**src/rtl/noc_port_allocator_pkg.sv**
```systemverilog
// Shared constants and FSM state type for the NoC output-port allocator.
package Noc_parameters;

    localparam int Noc_VC_Channel  = 4;
    localparam int NOC_WDOG_CYCLES = 1024;

    typedef enum logic [0:0] {
        ALLOC_IDLE   = 1'b0,
        ALLOC_LOCKED = 1'b1
    } alloc_state_e;

    // Index width for a CHANNELS-wide vector; never narrower than one bit.
    function automatic int noc_idx_w(input int n);
        return (n > 1) ? $clog2(n) : 1;
    endfunction

endpackage

```
**src/rtl/noc_port_allocator_if.sv**
```systemverilog
// Request/grant bundle between input VCs (master) and the port allocator (slave).
interface noc_port_allocator_if
    import Noc_parameters::*;
#(
    parameter int CHANNELS = Noc_VC_Channel
);
    localparam int IDX_W = noc_idx_w(CHANNELS);

    logic [CHANNELS-1:0] request;
    logic [CHANNELS-1:0] free;
    logic [CHANNELS-1:0] start_of_packet;
    logic [CHANNELS-1:0] end_of_packet;
    logic [CHANNELS-1:0] grant;
    logic                busy;
    logic [IDX_W-1:0]    owner;
    logic                wdog_err;

    modport master (
        output request, free, start_of_packet, end_of_packet,
        input  grant, busy, owner, wdog_err
    );

    modport slave (
        input  request, free, start_of_packet, end_of_packet,
        output grant, busy, owner, wdog_err
    );

endinterface

```
**src/rtl/noc_port_allocator_rr_picker.sv**
```systemverilog
// Combinational round-robin picker: first set candidate at or after i_ptr, wrapping.
module noc_rr_picker
    import Noc_parameters::*;
#(
    parameter int CHANNELS = Noc_VC_Channel
) (
    input  logic [CHANNELS-1:0]           i_cand,
    input  logic [noc_idx_w(CHANNELS)-1:0] i_ptr,
    output logic [CHANNELS-1:0]           o_onehot,
    output logic [noc_idx_w(CHANNELS)-1:0] o_index,
    output logic                          o_any
);
    localparam int IDX_W = noc_idx_w(CHANNELS);

    int               w_sum;
    logic [IDX_W-1:0] w_idx;

    always_comb begin
        o_onehot = '0;
        o_index  = '0;
        o_any    = 1'b0;
        w_sum    = 0;
        w_idx    = '0;
        for (int i = 0; i < CHANNELS; i++) begin
            w_sum = int'(i_ptr) + i;
            if (w_sum >= CHANNELS) begin
                w_sum = w_sum - CHANNELS;
            end
            w_idx = IDX_W'(w_sum);
            if (!o_any && i_cand[w_idx]) begin
                o_any           = 1'b1;
                o_onehot[w_idx] = 1'b1;
                o_index         = w_idx;
            end
        end
    end

endmodule

```
**src/rtl/noc_port_allocator.sv**
```systemverilog
// Packet-granular round-robin allocator of one NoC output port among CHANNELS VCs.
// Optional stall watchdog is enabled by defining NOC_PORT_ALLOC_WATCHDOG_EN.
module noc_port_allocator
    import Noc_parameters::*;
#(
    parameter int CHANNELS    = Noc_VC_Channel,
    parameter int WDOG_CYCLES = NOC_WDOG_CYCLES
) (
    input  logic                 noc_clk,
    input  logic                 noc_rst,
    noc_port_allocator_if.slave  bus
);
    localparam int IDX_W = noc_idx_w(CHANNELS);

    alloc_state_e        r_state;
    logic [CHANNELS-1:0] r_grant;
    logic [IDX_W-1:0]    r_owner;
    logic [IDX_W-1:0]    r_rr_ptr;
    logic                r_busy;

    logic [CHANNELS-1:0] w_cand;
    logic [CHANNELS-1:0] w_pick_cand;
    logic [CHANNELS-1:0] w_pick_onehot;
    logic [IDX_W-1:0]    w_pick_ptr;
    logic [IDX_W-1:0]    w_pick_index;
    logic [IDX_W-1:0]    w_next_ptr;
    logic                w_pick_any;
    logic                w_done;
    logic                w_trip;

    assign w_cand     = bus.request & bus.start_of_packet;
    assign w_next_ptr = (r_owner == IDX_W'(CHANNELS - 1)) ? '0 : r_owner + IDX_W'(1);
    assign w_done     = (r_state == ALLOC_LOCKED) && bus.end_of_packet[r_owner];

    // While locked the picker only matters on packet done, so it already looks past the owner.
    assign w_pick_cand = (r_state == ALLOC_IDLE) ? w_cand : (w_cand & ~r_grant);
    assign w_pick_ptr  = (r_state == ALLOC_IDLE) ? r_rr_ptr : w_next_ptr;

    noc_rr_picker #(.CHANNELS(CHANNELS)) u_picker (
        .i_cand   (w_pick_cand),
        .i_ptr    (w_pick_ptr),
        .o_onehot (w_pick_onehot),
        .o_index  (w_pick_index),
        .o_any    (w_pick_any)
    );

`ifdef NOC_PORT_ALLOC_WATCHDOG_EN
    localparam int STALL_W = $clog2(WDOG_CYCLES + 1);

    logic [STALL_W-1:0] r_stall;
    logic               r_wdog_err;
    logic               w_stall;

    assign w_stall = (r_state == ALLOC_LOCKED) && !(bus.request[r_owner] && bus.free[r_owner]);
    // A completing packet wins over a simultaneous timeout.
    assign w_trip  = w_stall && (r_stall == STALL_W'(WDOG_CYCLES - 1)) && !w_done;
    assign bus.wdog_err = r_wdog_err;
`else
    logic w_unused_wdog;

    assign w_unused_wdog = ^{bus.free, (WDOG_CYCLES > 0)};
    assign w_trip        = 1'b0;
    assign bus.wdog_err  = 1'b0;
`endif

    always_ff @(posedge noc_clk) begin
        if (noc_rst) begin
            r_state  <= ALLOC_IDLE;
            r_grant  <= '0;
            r_owner  <= '0;
            r_rr_ptr <= '0;
            r_busy   <= 1'b0;
`ifdef NOC_PORT_ALLOC_WATCHDOG_EN
            r_stall    <= '0;
            r_wdog_err <= 1'b0;
`endif
        end else begin
            case (r_state)
                ALLOC_IDLE: begin
                    if (w_pick_any) begin
                        r_state <= ALLOC_LOCKED;
                        r_grant <= w_pick_onehot;
                        r_owner <= w_pick_index;
                        r_busy  <= 1'b1;
                    end
                end
                ALLOC_LOCKED: begin
                    if (w_done || w_trip) begin
                        r_rr_ptr <= w_next_ptr;
                        if (w_done && w_pick_any) begin
                            r_grant <= w_pick_onehot;
                            r_owner <= w_pick_index;
                        end else begin
                            r_state <= ALLOC_IDLE;
                            r_grant <= '0;
                            r_owner <= '0;
                            r_busy  <= 1'b0;
                        end
                    end
                end
                default: begin
                    r_state <= ALLOC_IDLE;
                    r_grant <= '0;
                    r_owner <= '0;
                    r_busy  <= 1'b0;
                end
            endcase
`ifdef NOC_PORT_ALLOC_WATCHDOG_EN
            if (w_trip) begin
                r_wdog_err <= 1'b1;
            end
            if ((r_state != ALLOC_LOCKED) || w_done || w_trip) begin
                r_stall <= '0;
            end else if (w_stall) begin
                r_stall <= r_stall + STALL_W'(1);
            end
`endif
        end
    end

    assign bus.grant = r_grant;
    assign bus.busy  = r_busy;
    assign bus.owner = r_owner;

endmodule

```
**src/flat_wrapper.sv**
```systemverilog
// flat-port wrapper written by rule: the top's interface ports become plain ports
module noc_port_allocator_flat import Noc_parameters::*;
#(
    parameter int CHANNELS    = Noc_VC_Channel,
    parameter int WDOG_CYCLES = NOC_WDOG_CYCLES
)
  (noc_clk, noc_rst, bus_request, bus_free, bus_start_of_packet, bus_end_of_packet, bus_grant, bus_busy, bus_owner, bus_wdog_err);
  noc_port_allocator_if #(.CHANNELS(CHANNELS)) bus_i ();
  input  logic noc_clk;
  input  logic noc_rst;
  input wire logic [$bits(bus_i.request)-1:0] bus_request;
  input wire logic [$bits(bus_i.free)-1:0] bus_free;
  input wire logic [$bits(bus_i.start_of_packet)-1:0] bus_start_of_packet;
  input wire logic [$bits(bus_i.end_of_packet)-1:0] bus_end_of_packet;
  output wire logic [$bits(bus_i.grant)-1:0] bus_grant;
  output wire logic [$bits(bus_i.busy)-1:0] bus_busy;
  output wire logic [$bits(bus_i.owner)-1:0] bus_owner;
  output wire logic [$bits(bus_i.wdog_err)-1:0] bus_wdog_err;
  assign bus_i.request = bus_request;
  assign bus_i.free = bus_free;
  assign bus_i.start_of_packet = bus_start_of_packet;
  assign bus_i.end_of_packet = bus_end_of_packet;
  assign bus_grant = bus_i.grant;
  assign bus_busy = bus_i.busy;
  assign bus_owner = bus_i.owner;
  assign bus_wdog_err = bus_i.wdog_err;
  noc_port_allocator #(.CHANNELS(CHANNELS), .WDOG_CYCLES(WDOG_CYCLES)) u_core (.noc_clk(noc_clk), .noc_rst(noc_rst), .bus(bus_i));
endmodule
```
**config.mk**
```make
export PLATFORM = sky130hd
export DESIGN_NAME = noc_port_allocator_flat
export DESIGN_NICKNAME = d
export VERILOG_FILES = /design/src/rtl/noc_port_allocator_pkg.sv /design/src/rtl/noc_port_allocator_if.sv /design/src/rtl/noc_port_allocator_rr_picker.sv /design/src/rtl/noc_port_allocator.sv /design/src/flat_wrapper.sv
export SDC_FILE = /design/constraint.sdc
export NUM_CORES = 1
export LEC_CHECK = 0
export ABC_AREA = 1
export ABC_CLOCK_PERIOD_IN_PS = 2690
export CAP_MARGIN = 20
export CORE_MARGIN = 1
export CORE_UTILIZATION = 35
export DETAILED_ROUTE_END_ITERATION = 7
export PLACE_DENSITY = 0.66
export SYNTH_ARGS = -nofsm -noshare
export SYNTH_HDL_FRONTEND = slang
export SYNTH_HIERARCHICAL = 1
export SYNTH_SLANG_ARGS = --single-unit
```
**constraint.sdc**
```tcl
create_clock -name noc_clk -period 2.69 [get_ports noc_clk]
set_input_delay 0.4035 -clock noc_clk [delete_from_list [all_inputs] [get_ports noc_clk]]
set_output_delay 0.4035 -clock noc_clk [all_outputs]
set_load 0.005 [all_outputs]
```
==> results of run 1 <==
## worst max-delay path, stage by stage, from the launching register on
cell and delay [ns]:
sky130_fd_sc_hd__dfxtp_1 0.37, sky130_fd_sc_hd__ha_1 0.22, sky130_fd_sc_hd__nor2_1 0.11, sky130_fd_sc_hd__nand2_1 0.06, sky130_fd_sc_hd__nand2_1 0.11, sky130_fd_sc_hd__inv_2 0.12, sky130_fd_sc_hd__ha_4 0.31, sky130_fd_sc_hd__inv_1 0.08
sky130_fd_sc_hd__nand2_1 0.08, sky130_fd_sc_hd__nand2_2 0.06, sky130_fd_sc_hd__nor2_4 0.09, sky130_fd_sc_hd__nand4_1 0.13, sky130_fd_sc_hd__inv_1 0.11, sky130_fd_sc_hd__nor2_1 0.06, sky130_fd_sc_hd__inv_2 0.13, sky130_fd_sc_hd__nand3_1 0.11
sky130_fd_sc_hd__a21oi_1 0.14
## registers in the layout, summed over array words and instances, names as in the netlist
signal	flops
u_core/bus.busy	1
u_core/bus.grant	4
u_core/bus.owner	2
u_core/r_rr_ptr	2
u_core/r_state	1
## cells by family (layout without fill, tap and decap cells)
group	Yosys count	count (layout)	share of synthesized area
compound gates	24	24	0.134
fa+ha+maj	6	6	0.0772
buf+inv	20	43	0.100
flops	10	10	0.206
other cells	1	1	0.00386
simple gates	88	88	0.479
## per-layer routing
layer	up-vias	wire, um	GRT usage
met3	0	149	0.0500
met2	39	1300	0.327
li1	548	-	-
met5	-	0	0
met4	0	0	0.0128
met1	500	1220	0.221
## final cells by class
type                            instances  area share
Tap cell                               30      0.0302
Clock buffer                            3      0.0181
Multi-Input combinational cell        119       0.554
Inverter                               15      0.0453
Sequential cell                        10       0.161
Timing Repair Buffer                   25       0.191
## power by group through the flow
| stage | registers (W) | logic [W] | clock network [W] |
|---|---|---|---|
| final | 0.000246 | 0.00135 | 0.0000994 |
| after global routing | 0.000252 | 0.00148 | 0.000108 |
| after CTS | 0.000246 | 0.00127 | 0.000101 |
| after detailed placement | 0.000249 | 0.00126 | 0 |
| after global placement | 0.000245 | 0.00122 | 0 |
| after floorplan | 0.000231 | 0.000957 | 0 |
## how the worst max path moves through the flow
stage | startpoint | endpoint | slack [ns] | cells past startpoint
floorplan | u_core/bus.owner[0]$_SDFFE_PP0P_ | u_core/bus.owner[0]$_SDFFE_PP0P_ | 0.12 | 18
global placement | u_core/bus.owner[0]$_SDFFE_PP0P_ | u_core/bus.owner[1]$_SDFFE_PP0P_ | 0.25 | 16
detailed placement | u_core/bus.owner[0]$_SDFFE_PP0P_ | u_core/bus.owner[1]$_SDFFE_PP0P_ | 0.21 | 14
CTS | u_core/bus.owner[0]$_SDFFE_PP0P_ | u_core/bus.owner[1]$_SDFFE_PP0P_ | 0.18 | 14
global route | u_core/bus.owner[0]$_SDFFE_PP0P_ | u_core/bus.owner[1]$_SDFFE_PP0P_ | 0.09 | 16
finish | u_core/bus.owner[0]$_SDFFE_PP0P_ | u_core/bus.grant[0]$_SDFFE_PP0P_ | 0.33 | 16
## cells in the final DEF, fill, tap and decap left out
master                             n
sky130_fd_sc_hd__nor2_4            1
sky130_fd_sc_hd__inv_2             3
sky130_fd_sc_hd__nand4_1           7
sky130_fd_sc_hd__nand2_4           1
sky130_fd_sc_hd__nand3_1          26
sky130_fd_sc_hd__clkbuf_4          3
sky130_fd_sc_hd__conb_1            1
sky130_fd_sc_hd__nand2_2           9
sky130_fd_sc_hd__buf_4             5
sky130_fd_sc_hd__nand3_4           2
sky130_fd_sc_hd__ha_4              1
sky130_fd_sc_hd__nand3_2           3
sky130_fd_sc_hd__nor3_1            1
sky130_fd_sc_hd__nor2_2            1
sky130_fd_sc_hd__dfxtp_1          10
sky130_fd_sc_hd__a21oi_1          20
sky130_fd_sc_hd__nor2_1            4
sky130_fd_sc_hd__clkdlybuf4s50_1  20
sky130_fd_sc_hd__a21boi_0          4
sky130_fd_sc_hd__nand2_1          33
sky130_fd_sc_hd__inv_1            12
sky130_fd_sc_hd__ha_1              5
## stage by stage
step                 util  hold slack [ns]  total power [W]  instances
floorplan               -            0.445          0.00119        149
global placement    0.474            0.457          0.00147        199
detailed placement  0.474            0.460          0.00151        199
CTS                 0.483            0.471          0.00162        202
global route        0.489            0.477          0.00184        202
finish              0.489            0.473          0.00169        202
==> run summary, run 1 <==
The flow ran to the end, and the final reports show no timing, DRC or antenna violations. The part of the power in combinational logic was 0.796. Diode insertion count for antenna repair: 0. Summing all multi-input logic gate instances after layout gives 689 sq um. The netlist area before placement came out at 972 sq um. The DRC violation total after the first TritonRoute iteration was 29; the overall die height was 54.7 um. Switching part of the total: 0.551. Counting the buffers created by CTS gives 3. The post-detailed-route via-to-cell ratio was 5.38. Entering global routing, the biggest net connects 13 pins. Predominant post-synthesis flop cell: sky130_fd_sc_hd__dfxtp_1. The count of buffers from port buffering came out at 20.

The sequential-to-total area share from yosys stat was 0.206. Power spread over the standard cell area amounts to 1360 mW/mm^2. The share of the synthesized area in the top cell type came out at 0.206.

TritonCTS built the clock tree. The switching power summed over all nets came out at 0.000933 W. Capturing point of the worst reg2reg path: u_core/bus.grant[0]$_SDFFE_PP0P_. The worst register-to-register path begins at u_core/bus.owner[0]$_SDFFE_PP0P_. Counting flops with a built-in enable in the synthesized netlist gives 0.

The cell depth of the worst hold path was 2; the share of flip-flops with an asynchronous set or reset was 0. The most numerous cell in the Yosys netlist is sky130_fd_sc_hd__nand2_1. The clock power share came out at 0.059.

26 I/O pins were placed. The smallest clock period supported by the final layout is computed as 2.36 ns. The flip-flop and latch area is 200 sq um, and the maximum ir drop on the vdd rail is 0.832 mV. The effective utilization at floorplan was 0.382; the number of max-cap violations was 0. The post-synthesis to final-layout area growth was 27.9%.

For the H-tree depth, the log shows 1. Share of final-layout standard cells stronger than drive strength 1: 0.169. The average instance in the mapped netlist occupies 6.52 sq um. Clock latency on the worst-skew pair, taken at its later pin, is 0.26 ns. The clock tree skew after final layout was 0.00125 ns; the number of global-route vias before repair was 959.

The remaining global-route overflow is 0. Summed over all layers, the routed wires come to 2.67 mm. The tree is rooted in a sky130_fd_sc_hd__clkbuf_4.

Setup repair after global routing left no endpoint under its margin. The average wire per cell in the routed design is 13.2 um. CTS saw 10 sinks. Across all register-to-register paths, the minimum setup slack is 0.33 ns.

The path with the worst hold slack has its endpoint at u_core/r_rr_ptr[1]$_SDFFE_PP0P_. The critical path in this run is classified as reg -> reg. After floorplanning, the core was sized to cover 0.00254 sq mm. The maximum net fanout on the critical path was 9; the detailed placer's ending HPWL was 2.02 mm. The die is 54.7 um wide. The tools report the area enclosed by the die boundary as 0.00299 sq mm.

After layout, the worst setup slack is 0.325 ns. In this run the most critical hold path is launched from u_core/r_rr_ptr[1]$_SDFFE_PP0P_. The run gives 149 as the cell count after synthesis. Summed over all cells, the static leakage comes to 0.551 nW. The tools report the initial antenna violation count as 0. The worst setup path is captured at a register. The final setup violation count is 0. The internal power consumption was 0.000759 W. In this run the deepest clock path goes through 2 buffers. The final routed DRC violation total was 0. The period utilization works out to 0.879. The tools report the count of fill cells added during filler insertion as 271. The first global-routing pass estimated 3.93 mm of wire. The biggest area consumer among synthesized cells is sky130_fd_sc_hd__dfxtp_1. The tools report the number of gates given a new drive strength after cts as 0. Class of the most critical hold timing path: reg -> reg. In this run the cell area measured after placement is 0.00121 sq mm. Timing analysis after detailed placement gives a worst setup slack of 0.208 ns.

The combined global-route utilization of all metal layers came out at 0.182. The clock edge transition at the registers on the reported setup and hold paths was 0.06 ns. The number of core rows was 18. Final instance area: 0.00124 sq mm. By count the netlist is led by 33 x sky130_fd_sc_hd__nand2_1, 26 x sky130_fd_sc_hd__nand3_1, 20 x sky130_fd_sc_hd__a21oi_1, 13 x sky130_fd_sc_hd__inv_1, 10 x sky130_fd_sc_hd__dfxtp_1. Data arrives at the worst endpoint at 2.55 ns.

The tools report the sequential power share as 0.145. For the worst setup path, the data required time is 2.88 ns. The final-stage net count came out at 198.

The tools report the sort of element at the start of the critical path as a register. The count of buffers added by post-CTS timing repair for setup is 0, and the count of hold buffers inserted by post-cts repair is 0. Synthesis inferred 10 register bits. The first detailed-routing pass ran for 4 iterations. The count of pins over their slew limit is 0, and the total number of yosys warnings is 6. For the number of distinct library cell variants in the gate-level netlist after synthesis, the log shows 22. The count of final hold-check violations was 0; the weighted congestion at the end of routability-driven global placement was 0.837. After synthesis, the cell types taking the most area are sky130_fd_sc_hd__dfxtp_1 21%, sky130_fd_sc_hd__nand3_1 13%, sky130_fd_sc_hd__nand2_1 13%, sky130_fd_sc_hd__a21oi_1 10%, sky130_fd_sc_hd__ha_1 7.7%.

The tools report the final total negative setup slack as 0 ns. Derived from the worst setup path, the maximum achievable clock frequency is 423 MHz. For this block, the via count after detailed routing is 1087. For the worst flop-to-flop path, the logic depth is 16. The count of antenna-violating nets left after detailed routing is 0.

Synthesis produced a netlist with a net count of 173.
Note: power is estimated with default switching activity, not from simulation.
==> inputs of run 2 (changes only) <==
- GPL_ROUTABILITY_DRIVEN: unset -> 1
==> results of run 2 <==
Final layout, timing and power as in run 1 (identical DEF).
